**config.mk**
```make
export PLATFORM = sky130hd
export DESIGN_NAME = ext_reg_access_ctrl_flat
export DESIGN_NICKNAME = d
export VERILOG_FILES = /design/src/rtl/ext_reg_access_ctrl_if.sv /design/src/rtl/ext_reg_access_ctrl.sv /design/src/flat_wrapper.sv
export SDC_FILE = /design/constraint.sdc
export NUM_CORES = 1
export LEC_CHECK = 0
export BUFFER_PORTS_ARGS = -buffer_cell sky130_fd_sc_hd__buf_2
export CORE_MARGIN = 2
export CORE_UTILIZATION = 30
export DETAILED_ROUTE_END_ITERATION = 10
export RECOVER_POWER = 50
export SLEW_MARGIN = 20
export SYNTH_ARGS = -nofsm -noshare
export SYNTH_HDL_FRONTEND = slang
export SYNTH_SLANG_ARGS = --single-unit
```
**constraint.sdc**
```tcl
create_clock -name clk -period 1.5 [get_ports clk]
set_input_delay 0.15 -clock clk [delete_from_list [all_inputs] [get_ports clk]]
set_output_delay 0.15 -clock clk [all_outputs]
set_load 0.005 [all_outputs]
```
**src/rtl/ext_reg_access_ctrl_if.sv**
```systemverilog
// CPU-side request/response channel and external register block strobe/ack
// channel of ext_reg_access_ctrl, bundled as one interface.
interface ext_reg_access_ctrl_if #(
  parameter int WIDTH    = 32,
  parameter int SUBWORDS = 1
);
  localparam int SUB_W = (SUBWORDS > 1) ? $clog2(SUBWORDS) : 1;

  logic                cpu_req_valid;
  logic                cpu_req_ready;
  logic                cpu_req_is_wr;
  logic [SUB_W-1:0]    cpu_req_sub;
  logic [WIDTH-1:0]    cpu_wr_data;
  logic [WIDTH-1:0]    cpu_wr_biten;
  logic                cpu_resp_valid;
  logic                cpu_resp_ready;
  logic                cpu_resp_is_wr;
  logic [WIDTH-1:0]    cpu_resp_rdata;
  logic                cpu_resp_err;
  logic [SUBWORDS-1:0] req;
  logic                req_is_wr;
  logic [WIDTH-1:0]    wr_data;
  logic [WIDTH-1:0]    wr_biten;
  logic                rd_ack;
  logic [WIDTH-1:0]    rd_data;
  logic                wr_ack;

  modport slave (
    input  cpu_req_valid, cpu_req_is_wr, cpu_req_sub, cpu_wr_data, cpu_wr_biten,
    input  cpu_resp_ready, rd_ack, rd_data, wr_ack,
    output cpu_req_ready, cpu_resp_valid, cpu_resp_is_wr, cpu_resp_rdata, cpu_resp_err,
    output req, req_is_wr, wr_data, wr_biten
  );

  modport master (
    output cpu_req_valid, cpu_req_is_wr, cpu_req_sub, cpu_wr_data, cpu_wr_biten,
    output cpu_resp_ready, rd_ack, rd_data, wr_ack,
    input  cpu_req_ready, cpu_resp_valid, cpu_resp_is_wr, cpu_resp_rdata, cpu_resp_err,
    input  req, req_is_wr, wr_data, wr_biten
  );
endinterface

```
**src/rtl/ext_reg_access_ctrl.sv**
```systemverilog
// Sequences one CPU access at a time onto an external register block: one-cycle
// one-hot req strobe, matching-ack tracking with timeout, single response.
module ext_reg_access_ctrl #(
  parameter int WIDTH    = 32,
  parameter int SUBWORDS = 1,
  parameter int TIMEOUT  = 16
) (
  input  logic                  clk,
  input  logic                  rst,
  ext_reg_access_ctrl_if.slave  bus
);
  localparam int SUB_W = (SUBWORDS > 1) ? $clog2(SUBWORDS) : 1;
  localparam int CNT_W = (TIMEOUT > 0) ? $clog2(TIMEOUT + 1) : 1;
  localparam logic [CNT_W-1:0] TMO = CNT_W'(TIMEOUT);

  typedef enum logic [2:0] {
    IDLE  = 3'd0,
    REQ   = 3'd1,
    WAIT  = 3'd2,
    RESP  = 3'd3,
    DRAIN = 3'd4
  } state_e;

  state_e            state_q, state_d;
  logic              is_wr_q, is_wr_d;
  logic [SUB_W-1:0]  sub_q, sub_d;
  logic [WIDTH-1:0]  wdata_q, wdata_d;
  logic [WIDTH-1:0]  biten_q, biten_d;
  logic [WIDTH-1:0]  rdata_q, rdata_d;
  logic              err_q, err_d;
  logic [CNT_W-1:0]  cnt_q, cnt_d;

  logic              ack_match;
  logic              timed_out;
  logic [SUBWORDS-1:0] req_strobe;

  // Only the ack of the latched access type counts; the other one is noise.
  assign ack_match = is_wr_q ? bus.wr_ack : bus.rd_ack;
  assign timed_out = (TIMEOUT > 0) && (cnt_q == TMO);

  always_comb begin
    state_d = state_q;
    is_wr_d = is_wr_q;
    sub_d   = sub_q;
    wdata_d = wdata_q;
    biten_d = biten_q;
    rdata_d = rdata_q;
    err_d   = err_q;
    cnt_d   = cnt_q;

    unique case (state_q)
      IDLE: begin
        if (bus.cpu_req_valid) begin
          is_wr_d = bus.cpu_req_is_wr;
          sub_d   = bus.cpu_req_sub;
          wdata_d = bus.cpu_wr_data;
          biten_d = bus.cpu_wr_biten;
          rdata_d = '0;
          err_d   = 1'b0;
          cnt_d   = CNT_W'(1);
          state_d = REQ;
        end
      end

      REQ, WAIT: begin
        if (ack_match) begin
          rdata_d = is_wr_q ? '0 : bus.rd_data;
          err_d   = 1'b0;
          state_d = RESP;
        end else if (timed_out) begin
          rdata_d = '0;
          err_d   = 1'b1;
          state_d = RESP;
        end else begin
          if (TIMEOUT > 0) cnt_d = cnt_q + 1'b1;
          state_d = WAIT;
        end
      end

      RESP: begin
        if (bus.cpu_resp_ready) begin
          // After a timeout the late ack may still arrive; swallow it in DRAIN.
          if (err_q && (TIMEOUT > 0)) begin
            cnt_d   = CNT_W'(1);
            state_d = DRAIN;
          end else begin
            state_d = IDLE;
          end
        end
      end

      DRAIN: begin
        if (ack_match || timed_out) begin
          state_d = IDLE;
        end else begin
          cnt_d = cnt_q + 1'b1;
        end
      end

      default: state_d = IDLE;
    endcase
  end

  always_ff @(posedge clk) begin
    if (!rst) begin
      state_q <= IDLE;
      is_wr_q <= 1'b0;
      sub_q   <= '0;
      wdata_q <= '0;
      biten_q <= '0;
      rdata_q <= '0;
      err_q   <= 1'b0;
      cnt_q   <= '0;
    end else begin
      state_q <= state_d;
      is_wr_q <= is_wr_d;
      sub_q   <= sub_d;
      wdata_q <= wdata_d;
      biten_q <= biten_d;
      rdata_q <= rdata_d;
      err_q   <= err_d;
      cnt_q   <= cnt_d;
    end
  end

  // Out-of-range subword indices match no bit, so req stays 0 and the access times out.
  always_comb begin
    req_strobe = '0;
    for (int i = 0; i < SUBWORDS; i++) begin
      req_strobe[i] = (state_q == REQ) && ((SUBWORDS == 1) || (sub_q == SUB_W'(i)));
    end
  end

  assign bus.cpu_req_ready  = rst && (state_q == IDLE);
  assign bus.cpu_resp_valid = (state_q == RESP);
  assign bus.cpu_resp_is_wr = is_wr_q;
  assign bus.cpu_resp_rdata = rdata_q;
  assign bus.cpu_resp_err   = err_q;
  assign bus.req            = req_strobe;
  assign bus.req_is_wr      = is_wr_q;
  assign bus.wr_data        = wdata_q;
  assign bus.wr_biten       = biten_q;

endmodule

```
**src/flat_wrapper.sv**
```systemverilog
// flat-port wrapper written by rule: the top's interface ports become plain ports
module ext_reg_access_ctrl_flat 
#(
  parameter int WIDTH    = 32,
  parameter int SUBWORDS = 1,
  parameter int TIMEOUT  = 16
)
  (clk, rst, bus_cpu_req_valid, bus_cpu_req_is_wr, bus_cpu_req_sub, bus_cpu_wr_data, bus_cpu_wr_biten, bus_cpu_resp_ready, bus_rd_ack, bus_rd_data, bus_wr_ack, bus_cpu_req_ready, bus_cpu_resp_valid, bus_cpu_resp_is_wr, bus_cpu_resp_rdata, bus_cpu_resp_err, bus_req, bus_req_is_wr, bus_wr_data, bus_wr_biten);
  ext_reg_access_ctrl_if #(.WIDTH(WIDTH), .SUBWORDS(SUBWORDS)) bus_i ();
  input  logic clk;
  input  logic rst;
  input wire logic [$bits(bus_i.cpu_req_valid)-1:0] bus_cpu_req_valid;
  input wire logic [$bits(bus_i.cpu_req_is_wr)-1:0] bus_cpu_req_is_wr;
  input wire logic [$bits(bus_i.cpu_req_sub)-1:0] bus_cpu_req_sub;
  input wire logic [$bits(bus_i.cpu_wr_data)-1:0] bus_cpu_wr_data;
  input wire logic [$bits(bus_i.cpu_wr_biten)-1:0] bus_cpu_wr_biten;
  input wire logic [$bits(bus_i.cpu_resp_ready)-1:0] bus_cpu_resp_ready;
  input wire logic [$bits(bus_i.rd_ack)-1:0] bus_rd_ack;
  input wire logic [$bits(bus_i.rd_data)-1:0] bus_rd_data;
  input wire logic [$bits(bus_i.wr_ack)-1:0] bus_wr_ack;
  output wire logic [$bits(bus_i.cpu_req_ready)-1:0] bus_cpu_req_ready;
  output wire logic [$bits(bus_i.cpu_resp_valid)-1:0] bus_cpu_resp_valid;
  output wire logic [$bits(bus_i.cpu_resp_is_wr)-1:0] bus_cpu_resp_is_wr;
  output wire logic [$bits(bus_i.cpu_resp_rdata)-1:0] bus_cpu_resp_rdata;
  output wire logic [$bits(bus_i.cpu_resp_err)-1:0] bus_cpu_resp_err;
  output wire logic [$bits(bus_i.req)-1:0] bus_req;
  output wire logic [$bits(bus_i.req_is_wr)-1:0] bus_req_is_wr;
  output wire logic [$bits(bus_i.wr_data)-1:0] bus_wr_data;
  output wire logic [$bits(bus_i.wr_biten)-1:0] bus_wr_biten;
  assign bus_i.cpu_req_valid = bus_cpu_req_valid;
  assign bus_i.cpu_req_is_wr = bus_cpu_req_is_wr;
  assign bus_i.cpu_req_sub = bus_cpu_req_sub;
  assign bus_i.cpu_wr_data = bus_cpu_wr_data;
  assign bus_i.cpu_wr_biten = bus_cpu_wr_biten;
  assign bus_i.cpu_resp_ready = bus_cpu_resp_ready;
  assign bus_i.rd_ack = bus_rd_ack;
  assign bus_i.rd_data = bus_rd_data;
  assign bus_i.wr_ack = bus_wr_ack;
  assign bus_cpu_req_ready = bus_i.cpu_req_ready;
  assign bus_cpu_resp_valid = bus_i.cpu_resp_valid;
  assign bus_cpu_resp_is_wr = bus_i.cpu_resp_is_wr;
  assign bus_cpu_resp_rdata = bus_i.cpu_resp_rdata;
  assign bus_cpu_resp_err = bus_i.cpu_resp_err;
  assign bus_req = bus_i.req;
  assign bus_req_is_wr = bus_i.req_is_wr;
  assign bus_wr_data = bus_i.wr_data;
  assign bus_wr_biten = bus_i.wr_biten;
  ext_reg_access_ctrl #(.WIDTH(WIDTH), .SUBWORDS(SUBWORDS), .TIMEOUT(TIMEOUT)) u_core (.clk(clk), .rst(rst), .bus(bus_i));
endmodule
```
==> results of run 1 <==
==> placed cells by master, fill, tap and decap left out, types with 2 or more instances in the layout <==
master | synthesis | layout
sky130_fd_sc_hd__o22ai_1 | 2 | 2
sky130_fd_sc_hd__buf_2 | 3 | 168
sky130_fd_sc_hd__o221a_2 | 2 | 2
sky130_fd_sc_hd__buf_8 | 0 | 5
sky130_fd_sc_hd__a32o_1 | 23 | 22
sky130_fd_sc_hd__nand4_1 | 2 | 2
sky130_fd_sc_hd__inv_2 | 0 | 2
sky130_fd_sc_hd__clkbuf_1 | 12 | 35
sky130_fd_sc_hd__nand2_2 | 0 | 6
sky130_fd_sc_hd__dlygate4sd3_1 | 0 | 27
sky130_fd_sc_hd__a21o_4 | 1 | 4
sky130_fd_sc_hd__buf_4 | 2 | 23
sky130_fd_sc_hd__nor2_4 | 0 | 2
sky130_fd_sc_hd__buf_6 | 19 | 9
sky130_fd_sc_hd__dfxtp_2 | 0 | 4
sky130_fd_sc_hd__dfxtp_1 | 106 | 102
sky130_fd_sc_hd__clkbuf_16 | 0 | 15
sky130_fd_sc_hd__inv_6 | 0 | 3
sky130_fd_sc_hd__a21boi_2 | 0 | 9
sky130_fd_sc_hd__a21oi_1 | 2 | 2
sky130_fd_sc_hd__nand2_1 | 140 | 128
sky130_fd_sc_hd__buf_12 | 0 | 7
sky130_fd_sc_hd__clkinv_4 | 0 | 2
sky130_fd_sc_hd__nand2_4 | 0 | 6
sky130_fd_sc_hd__a21boi_1 | 51 | 58
sky130_fd_sc_hd__and2_1 | 3 | 3
sky130_fd_sc_hd__o21ai_0 | 2 | 2
sky130_fd_sc_hd__inv_8 | 0 | 2
sky130_fd_sc_hd__a32o_2 | 9 | 10
sky130_fd_sc_hd__nor2_1 | 9 | 6
sky130_fd_sc_hd__mux2i_1 | 3 | 2
==> per-stage QoR <==
stage / util (%) / cell area (um2)
after floorplan: - / 4250
after detailed placement: 39.8 / 5500
after global placement: 39.8 / 5500
after global routing: 47.4 / 6560
after CTS: 44.3 / 6130
final: 47.4 / 6560
==> worst register-to-register path, cell delays in order (launching register included) <==
cell and delay [ns]:
sky130_fd_sc_hd__dfxtp_2 0.33, sky130_fd_sc_hd__buf_8 0.13, sky130_fd_sc_hd__or2_4 0.28, sky130_fd_sc_hd__a221oi_4 0.40, sky130_fd_sc_hd__nand2_1 0.09, sky130_fd_sc_hd__o221a_2 0.23
==> final timing paths <==
path	to	slack, ns
max	u_core.cnt_q[4]$_SDFFE_PN0P_	-0.07
min	u_core.state_q[1]$_SDFFE_PN0P_	0.02
min reg2reg	u_core.bus.wr_data[29]$_SDFFE_PN0P_	0.45
max reg2reg	u_core.cnt_q[4]$_SDFFE_PN0P_	-0.07
==> sequential cells by signal, indices dropped and copies added, names as in the netlist <==
signal / count
u_core.bus.cpu_resp_err: 1
u_core.bus.cpu_resp_is_wr: 1
u_core.bus.cpu_resp_rdata: 32
u_core.bus.wr_biten: 32
u_core.bus.wr_data: 32
u_core.cnt_q: 5
u_core.state_q: 3
==> what timing repair did <==
action | 4_1_cts | 5_1_grt
hold buffers | 24 | 3
setup buffers | 3 | 8
pin swaps | 11 | 33
cloned | 3 | 10
endpoints found under the setup margin | 103 | 104
gates resized for setup | 9 | 67
hold endpoints to repair | 24 | 3
==> kinds of logic (layout without fill, tap and decap cells) <==
| family | after synthesis | count (layout) | synth area share, % |
|---|---|---|---|
| and+or+nand+nor | 167 | 167 | 16.8 |
| AOI/OAI and AO/OA | 118 | 121 | 23.7 |
| DFF | 106 | 106 | 50.1 |
| buffers and inverters | 38 | 299 | 7.00 |
| muxes | 4 | 4 | 1.06 |
| adders and majority gates | 2 | 2 | 0.590 |
| xor gates and xnor gates | 2 | 2 | 0.856 |
==> metal layers <==
layer	GRT usage [%]	routed length, um	part of all wire [%]
met1	16.4	5280	40
met2	27.3	6770	51
met3	5.76	1130	8.5
met4	4.81	139	1.0
met5	0	0	0
==> power groups by stage <==
stage	Clock, uW	Combinational [uW]	Sequential [uW]
CTS	2400	1500	3140
global placement	0	1310	3200
floorplan	0	794	3230
detailed placement	0	1350	3200
global route	2510	1990	3170
finish	2330	1830	3150
==> final cells by class <==
cell class | instances | area, um2 | area share [%]
sequential | 106 | 2130 | 32.4
multi-input combinational | 296 | 2020 | 30.8
timing repair buffer | 281 | 1890 | 28.8
clock buffer | 9 | 225 | 3.43
tap | 180 | 225 | 3.43
clock inverter | 7 | 66.3 | 1.01
inverter | 2 | 7.51 | 0.114
==> summary.md, run 1 <==
* **result of the run** finished, violations left
* **violations in the final reports** negative setup slack
* **area share of the largest cell type after synthesis** 50.1%
* **combinational share of power** 25.0%
* **post-synthesis instance total** 437
* **relative contribution of the clock network to total power** 31.9%
* **FFs w/ async S/R, synth** 0%
* **final total power** 7300 uW
* **Total Nets Final** 802
* **die height** 123 um
* **category of cells accounting for the largest share of critical-path delay** compound AO/OA/AOI/OAI gates
* **core box area** 0.0138 mm2
* **class of the most critical setup path** flip-flop to flip-flop
* **number of enable flip-flop cells after synthesis** 0
* **Final GP Congestion** 0.777
* **initial DRC count** 144
* **worst hold slack after final layout** 0.0220 ns
* **fraction of final layout cells sized beyond drive strength 1** 41.9%
* **H-tree depth** 3
* **Clock Path Buffers** 2
* **clock network latency to the later pin of the worst-skew pair** 0.36 ns
* **library cells used by synthesis** 45
* **area overhead of the layout relative to synthesis** 54.7%
* **largest clock skew in the final design** 0.0106 ns
* **fraction of the yosys area taken by sequential cells** 50.1%
* **launch point of the worst reg-to-reg path** u_core.state_q[0]$_SDFFE_PN0P_
* **wire per inst** 15.1 um
* **per-cell via count in the routed design** 4.73
* **all-layer global routing usage** 15.2%
* **first-pass GRT wire length** 18000 um
* **via count** 4170
* **grt total ovfl** 0
* **critical path startpoint** u_core.state_q[0]$_SDFFE_PN0P_
* **top cells by area, synth** sky130_fd_sc_hd__dfxtp_1, sky130_fd_sc_hd__nand2_1, sky130_fd_sc_hd__a21boi_1
* **number of placed instances with taps included** 814
* **synth cell count leaders** sky130_fd_sc_hd__nand2_1, sky130_fd_sc_hd__dfxtp_1, sky130_fd_sc_hd__a21boi_1
* **post-detailed-route DRC marker count** 0
* **Max Clk Rate** 636 MHz
* **clock net sink count** 106
* **final-report hold violation count** 0
* **root buffer cell** sky130_fd_sc_hd__clkbuf_16
* **top fanout value on the critical path** 6
* **fraction of power consumed by sequential logic** 43.1%
* **most numerous cell in the Yosys netlist** sky130_fd_sc_hd__nand2_1
* **required time of the worst setup path** 1.74 ns
* **setup repair after global routing missed its margin** true
* **Switch Pwr** 2140 uW
* **cell with the biggest individual delay on the critical path** sky130_fd_sc_hd__a221oi_4
* **total number of yosys warnings** 0
* **Worst Setup Slack post-DPL** -0.112 ns
* **Worst Tran Pin Value** 0.482 ns
* **Die Footprint** 0.0151 mm2
* **critical path arrival** 1.81 ns
* **period utilisation layout** 105%
* **detailed-route wire length** 13300 um
* **Hold Path Depth** 2
* **static leakage** 0.00294 uW
* **Avg Inst Size Synth** 9.70 um2
* **final cell count without fillers** 881
* **length in cells of the worst reg-to-reg path** 5
* **crit end category** flip-flop
* **half-perimeter wire length after detailed placement** 8060 um
* **Final Setup Violations** 103
* **antenna viol nets, final** 0
* **Power Density** 1110 mW/mm2
* **detailed-routing iteration count for the pre-antenna-repair pass** 6
* **starting utilization of the core area** 30.7%
* **Inserted Diodes** 0
* **logic depth of the worst path, buffers included** 5
* **setup TNS** -3.69 ns
* **most used flip-flop cell after synthesis** sky130_fd_sc_hd__dfxtp_1
* **clock tree from TritonCTS** done
* **Worst setup SP type** flip-flop
* **Yosys reg bits** 106
* **number of buffer and inverter stages on the critical path** 1
* **Crit path largest cell delay** 0.40 ns
* **cell-internal power** 5170 uW
* **total of max-cap violations** 0
* **cells traversed along the worst timing path** buf_8 -> or2_4 -> a221oi_4 -> nand2_1 -> o221a_2
* **worst hold path startpoint** bus_cpu_resp_ready
* **# IOs** 206
* **smallest setup slack after layout** -0.0717 ns
* **net switching share of the total power** 29.3%
* **Slew Viols, Final** 0
* **pin count of the biggest net entering global routing** 46
* **final critical delay including setup and external delays** 1.57 ns
* **slew margin rel.** 67.6%
* **count of port buffers added during placement** 204
* **number of buffers inserted during clock tree synthesis** 9
* **number of filler cells placed in the layout** 1306
* **worst-case vdd ir drop** 859 uV
* **number of antenna violations at the first check in global routing** 0
* **path category of the worst min-delay check** input port to flip-flop
* **vias in the first global route** 3827
* **biggest area consumer among synthesized cells** sky130_fd_sc_hd__dfxtp_1
* **Post-Syn Nets** 543
* **Die X** 123 um
* **row count** 43
* **Clock transition at path regs** 0.07 ns
* **cell area after synthesis** 0.00424 mm2
Power figures use the tool's default switching activity.
==> inputs of run 2 (changes only) <==
--- a/config.mk
+++ b/config.mk
@@ -10,6 +10,7 @@
 export CORE_UTILIZATION = 30
 export DETAILED_ROUTE_END_ITERATION = 10
 export RECOVER_POWER = 50
+export REMOVE_ABC_BUFFERS = 1
 export SLEW_MARGIN = 20
 export SYNTH_ARGS = -nofsm -noshare
 export SYNTH_HDL_FRONTEND = slang
==> summary.md, run 2 (synthesized netlist as in run 1, its figures left out) <==
* **vias in the first global route** 3768
* **Worst Tran Pin Value** 0.499 ns
* **Clock Path Buffers** 2
* **clock network latency to the later pin of the worst-skew pair** 0.35 ns
* **Crit path largest cell delay** 0.42 ns
* **Final GP Congestion** 0.769
* **Final Setup Violations** 103
* **Max Clk Rate** 622 MHz
* **per-cell via count in the routed design** 4.72
* **total of max-cap violations** 0
* **starting utilization of the core area** 30.7%
* **detailed-routing iteration count for the pre-antenna-repair pass** 4
* **antenna viol nets, final** 0
* **Hold Path Depth** 2
* **first-pass GRT wire length** 18600 um
* **post-route cell area** 0.00660 mm2
* **class of the most critical setup path** flip-flop to flip-flop
* **worst-case vdd ir drop** 511 uV
* **number of buffers inserted during clock tree synthesis** 9
* **static leakage** 0.00300 uW
* **period utilisation layout** 107%
* **count of port buffers added during placement** 204
* **area overhead of the layout relative to synthesis** 55.8%
* **sink of the worst hold path** u_core.bus.cpu_resp_rdata[28]$_SDFFE_PN0P_
* **setup repair after global routing missed its margin** true
* **Die Footprint** 0.0151 mm2
* **final cell count without fillers** 879
* **setup slack on the worst flop-to-flop path** -0.11 ns
* **number of filler cells placed in the layout** 1332
* **number of placed instances with taps included** 815
* **detailed-route wire length** 13000 um
* **number of antenna violations at the first check in global routing** 0
* **result of the run** finished, violations left
* **violations in the final reports** negative setup slack
* **core box area** 0.0138 mm2
* **path category of the worst min-delay check** input port to flip-flop
* **required time of the worst setup path** 1.78 ns
* **post-detailed-route DRC marker count** 0
* **number of buffer and inverter stages on the critical path** 3
* **die height** 123 um
* **leading cell types in the layout, fill and taps excluded** sky130_fd_sc_hd__buf_2, sky130_fd_sc_hd__nand2_1, sky130_fd_sc_hd__dfxtp_1
* **initial DRC count** 168
* **critical path arrival** 1.88 ns
* **final critical delay including setup and external delays** 1.61 ns
* **logic depth of the worst path, buffers included** 7
* **Inserted Diodes** 0
* **cell area reported after detailed placement** 0.00548 mm2
* **category of cells accounting for the largest share of critical-path delay** simple AND/OR/NAND/NOR gates
* **cell with the biggest individual delay on the critical path** sky130_fd_sc_hd__or3b_4
* **clock net sink count** 106
* **half-perimeter wire length after detailed placement** 8010 um
* **Clock transition at path regs** 0.08 ns
* **Total Nets Final** 800
* **via count** 4145
* **H-tree depth** 3
* **# IOs** 206
* **all-layer global routing usage** 15.7%
* **wire per inst** 14.8 um
* **Power Density** 1130 mW/mm2
* **largest clock skew in the final design** 0.00579 ns
* **worst hold path startpoint** bus_rd_data[28]
* **endpoint of the most critical register-to-register path** u_core.bus.wr_biten[20]$_SDFFE_PN0P_
* **Slew Viols, Final** 0
* **fraction of final layout cells sized beyond drive strength 1** 43.6%
* **clock tree from TritonCTS** done
* **smallest setup slack after layout** -0.107 ns
* **crit end category** flip-flop
* **slew margin rel.** 66.8%
* **leading cell type in the layout, fill and taps excluded** sky130_fd_sc_hd__buf_2
* **Worst Setup Slack post-DPL** -0.175 ns
* **top fanout value on the critical path** 5
* **row count** 43
* **final-report hold violation count** 0
* **length in cells of the worst reg-to-reg path** 7
* **grt total ovfl** 0
* **root buffer cell** sky130_fd_sc_hd__clkbuf_16
* **launch point of the worst reg-to-reg path** u_core.state_q[0]$_SDFFE_PN0P_
* **cells traversed along the worst timing path** or3b_4 -> buf_6 -> nor2_4 -> buf_8 -> clkbuf_16 -> nand2_1 -> a21boi_1
* **Worst setup SP type** flip-flop
* **Final Core Density** 47.8%
* **pin count of the biggest net entering global routing** 58
* **Die X** 123 um
## run 2: worst max-delay path by stage
stage                                    from                                      to
2_1_floorplan  u_core.state_q[0]$_SDFFE_PN0P_  u_core.bus.cpu_resp_is_wr$_SDFFE_PN0P_
3_3_place_gp   u_core.state_q[0]$_SDFFE_PN0P_     u_core.bus.wr_biten[2]$_SDFFE_PN0P_
3_5_place_dp   u_core.state_q[0]$_SDFFE_PN0P_     u_core.bus.wr_biten[0]$_SDFFE_PN0P_
4_1_cts        u_core.state_q[1]$_SDFFE_PN0P_     u_core.bus.wr_data[14]$_SDFFE_PN0P_
5_1_grt        u_core.state_q[0]$_SDFFE_PN0P_            u_core.cnt_q[4]$_SDFFE_PN0P_
6_report       u_core.state_q[0]$_SDFFE_PN0P_    u_core.bus.wr_biten[20]$_SDFFE_PN0P_
## run 2: cell type report
type	instances	area, um2	area share (%)
sequential	106	2130	32.3
multi-input combinational	296	2050	31.0
timing repair buffer	279	1880	28.5
clock buffer	9	225	3.41
tap	180	225	3.41
clock inverter	7	86.3	1.31
inverter	2	7.51	0.114
## run 2: power by group
part / internal [uW] / switching (uW)
sequential: 3040 / 118
clock: 1330 / 1120
combinational: 979 / 869
## run 2: metal layers
metal / up-vias / part of all wire, % / routed length, um / global-route usage (%)
met1: 1939 / 44 / 5690 / 19.9
met2: 142 / 48 / 6290 / 25.0
met3: 20 / 6.3 / 824 / 4.51
met4: 0 / 1.8 / 236 / 6.18
li1: 2044 / - / - / -
met5: - / 0 / 0 / 0
## run 2: what timing repair did
item	CTS	global route
resized for setup	43	47
pin swaps	41	35
endpoints found under the setup margin	105	103
gates cloned	6	6
buffers inserted	6	4
hold buffers	26	0
hold endpoints to repair	26	0
## run 2: stage by stage
| step | hold slack (ns) | setup TNS (ns) | power, uW |
|---|---|---|---|
| after global placement | 0.360 | -7.29 | 4490 |
| after global routing | 0.00396 | -13.83 | 7840 |
| after CTS | 0.000170 | -5.92 | 7340 |
| after floorplan | 0.250 | -126.12 | 3820 |
| final | 0.0197 | -6.77 | 7460 |
| after detailed placement | 0.363 | -10.57 | 4530 |
